[src/rtl/i2c_master_wbs_ctrl.sv]
// i2c_master_wbs_ctrl: Wishbone slave front end for i2c_master with cmd/write/read FIFOs; IRQ_EN register under `I2C_WBS_IRQ_EN
module i2c_wbs_fifo #(
    parameter int W     = 8,
    parameter int DEPTH = 16
) (
    input  logic         clk,
    input  logic         rst,
    input  logic         push,
    input  logic         pop,
    input  logic [W-1:0] din,
    output logic [W-1:0] dout,
    output logic         empty,
    output logic         full
);
    localparam int AW = $clog2(DEPTH);
    logic [W-1:0] mem [DEPTH];
    logic [AW:0] wp, rp;
    assign empty = wp == rp;
    assign full  = (wp[AW] != rp[AW]) && (wp[AW-1:0] == rp[AW-1:0]);
    assign dout  = mem[rp[AW-1:0]];
    // pointers move only on a legal push/pop, judged on pre-cycle state
    always_ff @(posedge clk or posedge rst)
        if (rst) begin
            wp <= '0;
            rp <= '0;
        end else begin
            if (push && !full) wp <= wp + 1'b1;
            if (pop && !empty) rp <= rp + 1'b1;
        end
    // storage needs no reset, emptiness comes from the pointers
    always_ff @(posedge clk)
        if (push && !full) mem[wp[AW-1:0]] <= din;
endmodule

module i2c_master_wbs_ctrl #(
    parameter int WB_DATA_WIDTH    = 16,
    parameter int WB_SEL_WIDTH     = WB_DATA_WIDTH / 8,
    parameter int DEFAULT_PRESCALE = 1,
    parameter int FIXED_PRESCALE   = 0,
    parameter int CMD_FIFO_DEPTH   = 16,
    parameter int WRITE_FIFO_DEPTH = 16,
    parameter int READ_FIFO_DEPTH  = 16
) (
    input  logic                     clk,
    input  logic                     rst,
    input  logic [2:0]               wbs_adr_i,
    input  logic [WB_DATA_WIDTH-1:0] wbs_dat_i,
    output logic [WB_DATA_WIDTH-1:0] wbs_dat_o,
    input  logic                     wbs_we_i,
    input  logic [WB_SEL_WIDTH-1:0]  wbs_sel_i,
    input  logic                     wbs_stb_i,
    input  logic                     wbs_cyc_i,
    output logic                     wbs_ack_o,
    output logic [6:0]               cmd_address,
    output logic                     cmd_start,
    output logic                     cmd_read,
    output logic                     cmd_write,
    output logic                     cmd_write_multiple,
    output logic                     cmd_stop,
    output logic                     cmd_valid,
    input  logic                     cmd_ready,
    output logic [7:0]               data_in,
    output logic                     data_in_valid,
    input  logic                     data_in_ready,
    output logic                     data_in_last,
    input  logic [7:0]               data_out,
    input  logic                     data_out_valid,
    output logic                     data_out_ready,
    input  logic                     data_out_last,
    input  logic                     busy,
    input  logic                     bus_control,
    input  logic                     bus_active,
    input  logic                     missed_ack,
    output logic [15:0]              prescale,
    output logic                     irq
);
    logic acc, wr, rd, clr;
    logic [15:0] wd, rdata;
    logic [WB_DATA_WIDTH-1:0] rdata_w;
    logic [12:0] status;
    logic [12:3] irq_en;
    logic [11:0] cmd_head;
    logic [8:0] wr_head, rd_head;
    logic cmd_push, cmd_empty, cmd_full, wr_push, wr_empty, wr_full, rd_push, rd_pop, rd_empty, rd_full;
    logic ma_st, cmd_ovf, wr_ovf, rd_ovf;

    assign acc = wbs_cyc_i && wbs_stb_i && !wbs_ack_o;
    assign wr  = acc && wbs_we_i && |wbs_sel_i;
    assign rd  = acc && !wbs_we_i;
    assign clr = wr && wbs_adr_i == 3'd0;
    assign wd  = wbs_dat_i[15:0] & {{8{wbs_sel_i[1]}}, {8{wbs_sel_i[0]}}};

    assign cmd_push  = wr && wbs_adr_i == 3'd1;
    assign cmd_valid = !cmd_empty;
    assign {cmd_stop, cmd_write_multiple, cmd_write, cmd_read, cmd_start, cmd_address} = cmd_head;
    i2c_wbs_fifo #(.W(12), .DEPTH(CMD_FIFO_DEPTH)) u_cmd (
        .clk(clk), .rst(rst), .push(cmd_push), .pop(cmd_valid && cmd_ready),
        .din({wd[12:8], wd[6:0]}), .dout(cmd_head), .empty(cmd_empty), .full(cmd_full)
    );

    assign wr_push       = wr && wbs_adr_i == 3'd2;
    assign data_in_valid = !wr_empty;
    assign {data_in_last, data_in} = wr_head;
    i2c_wbs_fifo #(.W(9), .DEPTH(WRITE_FIFO_DEPTH)) u_wr (
        .clk(clk), .rst(rst), .push(wr_push), .pop(data_in_valid && data_in_ready),
        .din(wd[8:0]), .dout(wr_head), .empty(wr_empty), .full(wr_full)
    );

    assign data_out_ready = !rd_full;
    assign rd_push        = data_out_valid && data_out_ready;
    assign rd_pop         = rd && wbs_adr_i == 3'd2;
    i2c_wbs_fifo #(.W(9), .DEPTH(READ_FIFO_DEPTH)) u_rd (
        .clk(clk), .rst(rst), .push(rd_push), .pop(rd_pop),
        .din({data_out_last, data_out}), .dout(rd_head), .empty(rd_empty), .full(rd_full)
    );

    assign status = {rd_ovf, rd_full, rd_empty, wr_ovf, wr_full, wr_empty,
                     cmd_ovf, cmd_full, cmd_empty, ma_st, bus_active, bus_control, busy};

    // sticky flags: a set event in the same cycle as a clear wins
    always_ff @(posedge clk or posedge rst)
        if (rst) begin
            ma_st   <= 1'b0;
            cmd_ovf <= 1'b0;
            wr_ovf  <= 1'b0;
            rd_ovf  <= 1'b0;
        end else begin
            ma_st   <= missed_ack || (ma_st && !(clr && wd[3]));
            cmd_ovf <= (cmd_push && cmd_full) || (cmd_ovf && !(clr && wd[6]));
            wr_ovf  <= (wr_push && wr_full) || (wr_ovf && !(clr && wd[9]));
            rd_ovf  <= (rd_push && rd_full) || (rd_ovf && !(clr && wd[12]));
        end

    // prescale register, frozen when the build fixes it
    always_ff @(posedge clk or posedge rst)
        if (rst) prescale <= 16'(DEFAULT_PRESCALE);
        else if (wr && wbs_adr_i == 3'd3 && FIXED_PRESCALE == 0) prescale <= wd;

`ifdef I2C_WBS_IRQ_EN
    // interrupt enable and registered level interrupt
    always_ff @(posedge clk or posedge rst)
        if (rst) begin
            irq_en <= '0;
            irq    <= 1'b0;
        end else begin
            if (wr && wbs_adr_i == 3'd4) irq_en <= wd[12:3];
            irq <= |(status[12:3] & irq_en);
        end
`else
    assign irq_en = '0;
    assign irq    = 1'b0;
`endif

    // register read mux; DATA returns {last, valid, data} only when an entry is present
    always_comb begin
        rdata = wbs_adr_i == 3'd0 ? {3'b0, status} :
                wbs_adr_i == 3'd2 ? (rd_empty ? 16'h0 : {6'b0, rd_head[8], 1'b1, rd_head[7:0]}) :
                wbs_adr_i == 3'd3 ? prescale :
                wbs_adr_i == 3'd4 ? {3'b0, irq_en, 3'b0} : 16'h0;
        rdata_w = '0;
        rdata_w[15:0] = rdata;
    end

    // single-cycle ack with read data registered alongside it
    always_ff @(posedge clk or posedge rst)
        if (rst) begin
            wbs_ack_o <= 1'b0;
            wbs_dat_o <= '0;
        end else begin
            wbs_ack_o <= acc;
            wbs_dat_o <= acc ? rdata_w : '0;
        end
endmodule

[config.mk]
export PLATFORM = sky130hd
export DESIGN_NAME = i2c_master_wbs_ctrl
export DESIGN_NICKNAME = d
export VERILOG_FILES = /design/src/rtl/i2c_master_wbs_ctrl.sv
export SDC_FILE = /design/constraint.sdc
export NUM_CORES = 1
export LEC_CHECK = 0
export ABC_AREA = 1
export BUFFER_PORTS_ARGS = -buffer_cell sky130_fd_sc_hd__buf_2
export CORE_MARGIN = 2
export CORE_UTILIZATION = 55
export CTS_BUF_LIST = sky130_fd_sc_hd__clkbuf_4 sky130_fd_sc_hd__clkbuf_8 sky130_fd_sc_hd__clkbuf_16
export CTS_CLUSTER_SIZE = 24
export DETAILED_ROUTE_END_ITERATION = 6
export PLACE_DENSITY_LB_ADDON = 0.1
export REMOVE_ABC_BUFFERS = 1
export SLEW_MARGIN = 20
export SYNTH_ARGS = -nofsm -noshare
export SYNTH_HDL_FRONTEND = slang
export SYNTH_SLANG_ARGS = --single-unit
[constraint.sdc]
create_clock -name clk -period 2.11 [get_ports clk]
set_clock_uncertainty 0.1 [all_clocks]
set_input_delay 0.211 -clock clk [delete_from_list [all_inputs] [get_ports clk]]
set_output_delay 0.211 -clock clk [all_outputs]
set_load 0.1 [all_outputs]
# Word-level counts from Yosys, hierarchy flattened
# Memory sizes are Yosys's and may differ from the RTL's.
# Index checks and enable logic that the tools add are counted.
# totals
register_bits	67
mem_bits_rw	480
in_bits	42
output_inout_bits	58
n_memories	3
# op_classes
add_sub_neg	6
n_eq_ne	12
muxes	11
bitwise	1
reduce_logical	51
# memory_table
name	depth	width	rd	rd_ports_with_merged_regs	write_ports	line_no	rtl
u_cmd.mem	16	12	1	0	1	16	logic [W-1:0] mem [DEPTH];
u_rd.mem	16	9	1	0	1	16	
u_wr.mem	16	9	1	0	1	16	
# ops
operator	n
$mux W16	4
$logic_and A1 B1 Y1	33
$add A5 B1 Y5 const B	6
$and A16 B16 Y16	1
$eq A5 B5 Y1	3
$eq A4 B4 Y1	3
$logic_not A1 Y1	12
$mux W10	1
$eq A3 B2 Y1 const B	2
$mux W1	6
$logic_or A1 B1 Y1	4
$eq A3 B1 Y1 const B	1
$logic_not A3 Y1	1
$ne A1 B1 Y1	3
$reduce_or A2 Y1	1

# Longest topological paths before layout
# depth
ltp_word	9
depth_mapped	11
depth_no_buf	10

# Cells and area by module
# Synthesis repeated with hierarchy kept, for this count alone.
# hier_totals
cells_unflattened	2253
hier_area_um2	23724.0
# modules_own_cells
mod	instances	cells_each	area_per_inst_um2	seq_area_each_um2
i2c_wbs_fifo (u_rd ...)	2	614	6610.1	4574.4
i2c_wbs_fifo (u_cmd)	1	778	8610.8	6015.8
i2c_master_wbs_ctrl	1	247	1893.1	927.1

# Worst setup path before layout
# No wires, ideal clock.
# synth_timing
kind	flip-flop to flip-flop
start	register wbs_ack_o
end	memory u_cmd.mem[3][0] (enable)
setup_ns	0.380
t_arrival_ns	2.215
required_ns	1.630
slack_ns	-0.586
path_stages_with_launch	8
path_buffers	0
period_less_slack_ns	2.696
path_cell_list	dfrtp_1 -> nor2_8 -> o211ai_4 -> nor2_1 -> nand2_2 -> inv_4 -> nand3_1 -> nor2_1
# synth_via
elab_chain_cells	8
# synth_lines
item	line_no	rtl
from (decl)	53	output logic wbs_ack_o,
from (signal assigned)	167	wbs_ack_o <= 1'b0;
from (signal assigned)	170	wbs_ack_o <= acc;
$logic_not A1 Y1	87	assign acc = wbs_cyc_i && wbs_stb_i && !wbs_ack_o;
$logic_and A1 B1 Y1	87	
$logic_and A1 B1 Y1 (2 in a row)	88	assign wr = acc && wbs_we_i && |wbs_sel_i;
$logic_and A1 B1 Y1	93	assign cmd_push = wr && wbs_adr_i == 3'd1;
$logic_and A1 B1 Y1	32	if (push && !full) mem[wp[AW-1:0]] <= din;
$mux W1	32	
$mux W1 (not written as such)	32	
to (decl)	16	
# Every way passes these cells.

# Final worst setup path
# layout_timing
start	register u_wr.rp[0]
end	output data_in[0]
# layout_via
elab_chain_cells	1
# layout_lines
item	line_no	rtl
from (decl)	17	logic [AW:0] wp, rp;
from (signal assigned)	28	if (pop && !empty) rp <= rp + 1'b1;
$mem_v2 Z16 W9	--	
to (decl)	62	output logic [7:0] data_in,
# Every way passes these cells.

==> results.toml <==
[global_route]
grt_max_degree = 68
first_global_vias = 15600
total_gr_overflow = 0
antenna_found_initial = 0
track_usage = 0.270
first_pass_grt_wire_length_um = 89300

[synth]
seq_area_frac_synth = 0.704
netlist_instances = 1983
synth_top_family_by_area = "simple AND/OR/NAND/NOR gates"
post_synth_edffs = 480
synthAdderAreaFrac = 0.00821
ys_async_rst_share = 0.122
synth_mux_area_frac = 0
syn-cell-area_sq_mm = 0.0229
post_synthesis_sequential_element_count = 547
synthesis.yosys.warnings = 0
synth-compound-area-share = 0.0773
synth_xor_area_frac = 0.0103
synth_simple_gate_area_frac = 0.154
netlist-cell-type-count = 44
syn-mean-instance-area_sq_um = 11.5
postSynth.topFlopCell = "sky130_fd_sc_hd__edfxtp_1"

[critical_path]
timing.critical_path.cells = "buf_12 > buf_12 > o21ai_1 > o211ai_1 > o211ai_1 > nand3_2 > buf_12"
setup.worst_path.class = "flip-flop to output pin"
critPathArrivalTime_ns = 2.26
critical-path-max-stage-delay_ns = 0.42
worstSetupStartpointType = "flip-flop"
worst_path_dominant_cell_family = "compound AO/OA/AOI/OAI gates"
cp_common_cell = "sky130_fd_sc_hd__buf_12"
crit_fanout = 7
setup.worst_path.end_class = "output pin"
path_buf_inv = 3
cpMaxStageDelayCell = "sky130_fd_sc_hd__dfrtp_2"
worst-endpoint-required_ns = 1.80

[run_status]
result_of_the_run = "finished, violations left"
failing_checks = "setup timing"

[layout]
count_of_placed_standard_cells_in_the_final_layout_fillers_left_out = 2824
drive_gt1_frac = 0.247
num-nets-final = 2307
fillCellCount = 2771
area_growth_pct = 28.5
antenna_cells = 0

[placement]
dpl.cell_count = 2631
hpwlAfterDp_um = 35200
dp_worst_setup_slack_ns = 0.0573
gp_congestion = 0.885
port_buffers = 98

[sta]
timing.fmax_mhz = 389
hold_ws_ns = 0.0222
hold_violations = 0
timing.final.ws_setup_ns = -0.464
worstMarginPinSlew_ns = 1.15
setup_tns_ns = -24.65
grt_setup_unrepaired = "yes"
timing.final.setup_violations = 168
layout_min_cycle_time_ns = 2.57
max-slew-margin-rel = 0.235
slew_viol_final = 0
final.period_utilization = 1.22

[power_and_ir_drop]
leakage_nw = 11.3
total_power_mw = 40.5
vdd_ir_drop_max_uv = 1440
power_frac_seq = 0.313
power_spent_charging_and_discharging_nets_mw = 15.5
clockPowerShare = 0.239
power_frac_comb = 0.448
power.switching_fraction = 0.383
p_int_mw = 25.0
power_density_mw_per_mm2 = 1380

[cts]
cts-root-to-sink-buffers = 3
clock-sinks = 547
clock_tree.htree_level_count = 2
clk_pin_slew_ns = 0.07
clock_tree.root_cell = "sky130_fd_sc_hd__clkbuf_16"
tritoncts = "yes"
clock_latency_ns = 0.59
numCtsBuffers = 52

[drt]
ant_nets = 0
detailedRoute.firstPassIterationCount = 5
wl_per_cell_um = 21.1
first_iter_violations = 1478
drc_errors = 0
detail_route.wirelength_um = 59700
vias_per_cell = 5.68
num_vias = 16000

[floorplan]
floorplan.die_area_sq_mm = 0.0432
total_i_o_pin_count = 100
die-height_um = 208
initial_core_util = 0.559
core_sq_mm = 0.0409
die-width_um = 208
fp-row-count = 74

[hold_path]
min_path_type = "primary input to flip-flop"

[run]
maxCapViolations = 0
## cell type report
| cell class | count | area (sq um) | area share |
|---|---|---|---|
| clock buffers | 71 | 1480 | 0.0504 |
| clock inverters | 25 | 299 | 0.0102 |
| inverters | 154 | 633 | 0.0216 |
| multi-input cells | 1184 | 6650 | 0.226 |
| flip-flops and latches | 547 | 16100 | 0.548 |
| well taps | 532 | 666 | 0.0227 |
| repair buffers | 311 | 3550 | 0.121 |
## state kept, by name, summed over array words and instances (netlist names)
register / count
u_cmd.mem: 192
u_rd.mem: 144
u_wr.mem: 144
prescale: 16
wbs_dat_o: 16
u_cmd.rp: 5
u_cmd.wp: 5
u_rd.rp: 5
u_rd.wp: 5
u_wr.rp: 5
u_wr.wp: 5
cmd_ovf: 1
ma_st: 1
rd_ovf: 1
wbs_ack_o: 1
wr_ovf: 1
## tightest hold or removal path: cells and delay by family
kind	cells	cell delay, ns
buffers and inverters	2	0.30
and+or+nand+nor	1	0.09
AOI/OAI and AO/OA	1	0.07
## metrics by stage
step,util,cell area (sq um)
after floorplan,-,22400
after global placement,0.612,25100
after detailed placement,0.612,25100
after CTS,0.704,28800
after global routing,0.718,29400
final,0.718,29400
## path summary, 6_finish.rpt
check | start | endpoint | slack, ns | cells past startpoint
max in group asynchronous | rst | u_cmd.rp[0] | 1.19 | 4
max reg2reg | u_wr.rp[0] | u_wr.mem[0][2] | -0.15 | 11
min in group asynchronous | rst | wbs_dat_o[7] | 0.08 | 3
max | u_wr.rp[0] | data_in[0] | -0.46 | 7
min | wbs_sel_i[1] | prescale[14] | 0.02 | 4
min reg2reg | prescale[0] | prescale[0] | 0.40 | 2
## repair_timing
action	4_1_cts	5_1_grt
hold endpoints to repair	250	0
hold buffers	47	0
pin swaps	79	71
buffers inserted	30	10
endpoints found under the setup margin	24	420
cloned	19	6
resized for setup	222	143
## layer usage
layer	track usage	up-vias	part of all wire
li1	-	7418	-
met1	0.375	7873	0.41
met2	0.438	636	0.48
met3	0.0446	108	0.070
met4	0.0898	0	0.031
met5	0	-	0
## power by group through the flow
stage	combinational, mW	sequential (mW)	clock [mW]
2_1_floorplan	7.72	13.8	0
5_1_grt	19.1	12.7	10.2
6_report	18.1	12.7	9.68
3_3_place_gp	13.7	12.9	0
4_1_cts	17.1	12.6	9.77
3_5_place_dp	13.9	12.9	0
## synthesized netlist by cell type, types with 2 or more instances
| cell type | n | area, sq um |
|---|---|---|
| sky130_fd_sc_hd__dfrtp_1 | 66 | 1650 |
| sky130_fd_sc_hd__a21oi_2 | 2 | 17.5 |
| sky130_fd_sc_hd__nand3_1 | 155 | 776 |
| sky130_fd_sc_hd__o22ai_1 | 20 | 125 |
| sky130_fd_sc_hd__ha_1 | 15 | 188 |
| sky130_fd_sc_hd__nand2_1 | 367 | 1380 |
| sky130_fd_sc_hd__nand2_2 | 8 | 50.1 |
| sky130_fd_sc_hd__xnor2_1 | 4 | 35.0 |
| sky130_fd_sc_hd__inv_1 | 138 | 518 |
| sky130_fd_sc_hd__o211ai_1 | 28 | 210 |
| sky130_fd_sc_hd__inv_2 | 7 | 26.3 |
| sky130_fd_sc_hd__nand2_4 | 3 | 33.8 |
| sky130_fd_sc_hd__buf_1 | 6 | 22.5 |
| sky130_fd_sc_hd__clkinv_1 | 5 | 18.8 |
| sky130_fd_sc_hd__nand4_1 | 6 | 37.5 |
| sky130_fd_sc_hd__a21oi_1 | 21 | 105 |
| sky130_fd_sc_hd__o32ai_1 | 24 | 210 |
| sky130_fd_sc_hd__nor2_8 | 2 | 40.0 |
| sky130_fd_sc_hd__inv_4 | 3 | 18.8 |
| sky130_fd_sc_hd__nor2_2 | 4 | 25.0 |
| sky130_fd_sc_hd__nand3b_2 | 2 | 22.5 |
| sky130_fd_sc_hd__o221ai_1 | 14 | 123 |
| sky130_fd_sc_hd__nor3_1 | 3 | 15.0 |
| sky130_fd_sc_hd__buf_2 | 39 | 195 |
| sky130_fd_sc_hd__xor2_1 | 23 | 201 |
| sky130_fd_sc_hd__o21ai_0 | 160 | 801 |
| sky130_fd_sc_hd__clkbuf_1 | 39 | 146 |
| sky130_fd_sc_hd__buf_4 | 11 | 82.6 |
| sky130_fd_sc_hd__nor2_1 | 286 | 1070 |
| sky130_fd_sc_hd__edfxtp_1 | 480 | 14400 |
| sky130_fd_sc_hd__buf_6 | 2 | 22.5 |
| sky130_fd_sc_hd__o21ai_1 | 28 | 140 |
## placed cells by master (no fill, tap or decap), types with 6 or more instances in the layout
| master | n |
|---|---|
| sky130_fd_sc_hd__o22ai_1 | 15 |
| sky130_fd_sc_hd__a21oi_1 | 21 |
| sky130_fd_sc_hd__nor2_4 | 22 |
| sky130_fd_sc_hd__edfxtp_1 | 480 |
| sky130_fd_sc_hd__buf_2 | 74 |
| sky130_fd_sc_hd__buf_8 | 6 |
| sky130_fd_sc_hd__dlygate4sd3_1 | 47 |
| sky130_fd_sc_hd__clkinv_1 | 9 |
| sky130_fd_sc_hd__o21ai_2 | 21 |
| sky130_fd_sc_hd__o21ai_0 | 94 |
| sky130_fd_sc_hd__o32ai_2 | 17 |
| sky130_fd_sc_hd__ha_1 | 15 |
| sky130_fd_sc_hd__inv_1 | 134 |
| sky130_fd_sc_hd__o221ai_2 | 10 |
| sky130_fd_sc_hd__clkbuf_4 | 15 |
| sky130_fd_sc_hd__clkinv_2 | 13 |
| sky130_fd_sc_hd__bufinv_16 | 7 |
| sky130_fd_sc_hd__nand3_2 | 27 |
| sky130_fd_sc_hd__buf_4 | 83 |
| sky130_fd_sc_hd__buf_12 | 60 |
| sky130_fd_sc_hd__clkbuf_16 | 58 |
| sky130_fd_sc_hd__xor2_1 | 21 |
| sky130_fd_sc_hd__o21ai_1 | 66 |
| sky130_fd_sc_hd__o21ai_4 | 7 |
| sky130_fd_sc_hd__nor2_1 | 222 |
| sky130_fd_sc_hd__nand2_1 | 361 |
| sky130_fd_sc_hd__nand3_1 | 125 |
| sky130_fd_sc_hd__o211ai_1 | 28 |
| sky130_fd_sc_hd__o32ai_1 | 7 |
| sky130_fd_sc_hd__nand4_1 | 6 |
| sky130_fd_sc_hd__nand2_2 | 10 |
| sky130_fd_sc_hd__dfrtp_1 | 61 |
| sky130_fd_sc_hd__nor2_2 | 47 |
| sky130_fd_sc_hd__buf_6 | 20 |
| sky130_fd_sc_hd__inv_2 | 8 |
| sky130_fd_sc_hd__buf_16 | 16 |
## cell families (layout without fill, tap and decap cells)
family / after synthesis / count (layout)
other: 1 / 1
and+or+nand+nor: 841 / 841
buffers and inverters: 252 / 561
xor gates and xnor gates: 27 / 27
adders and majority gates: 15 / 15
AOI/OAI and AO/OA: 300 / 300
DFF: 547 / 547
No activity file was read; power rests on OpenSTA's default activity.
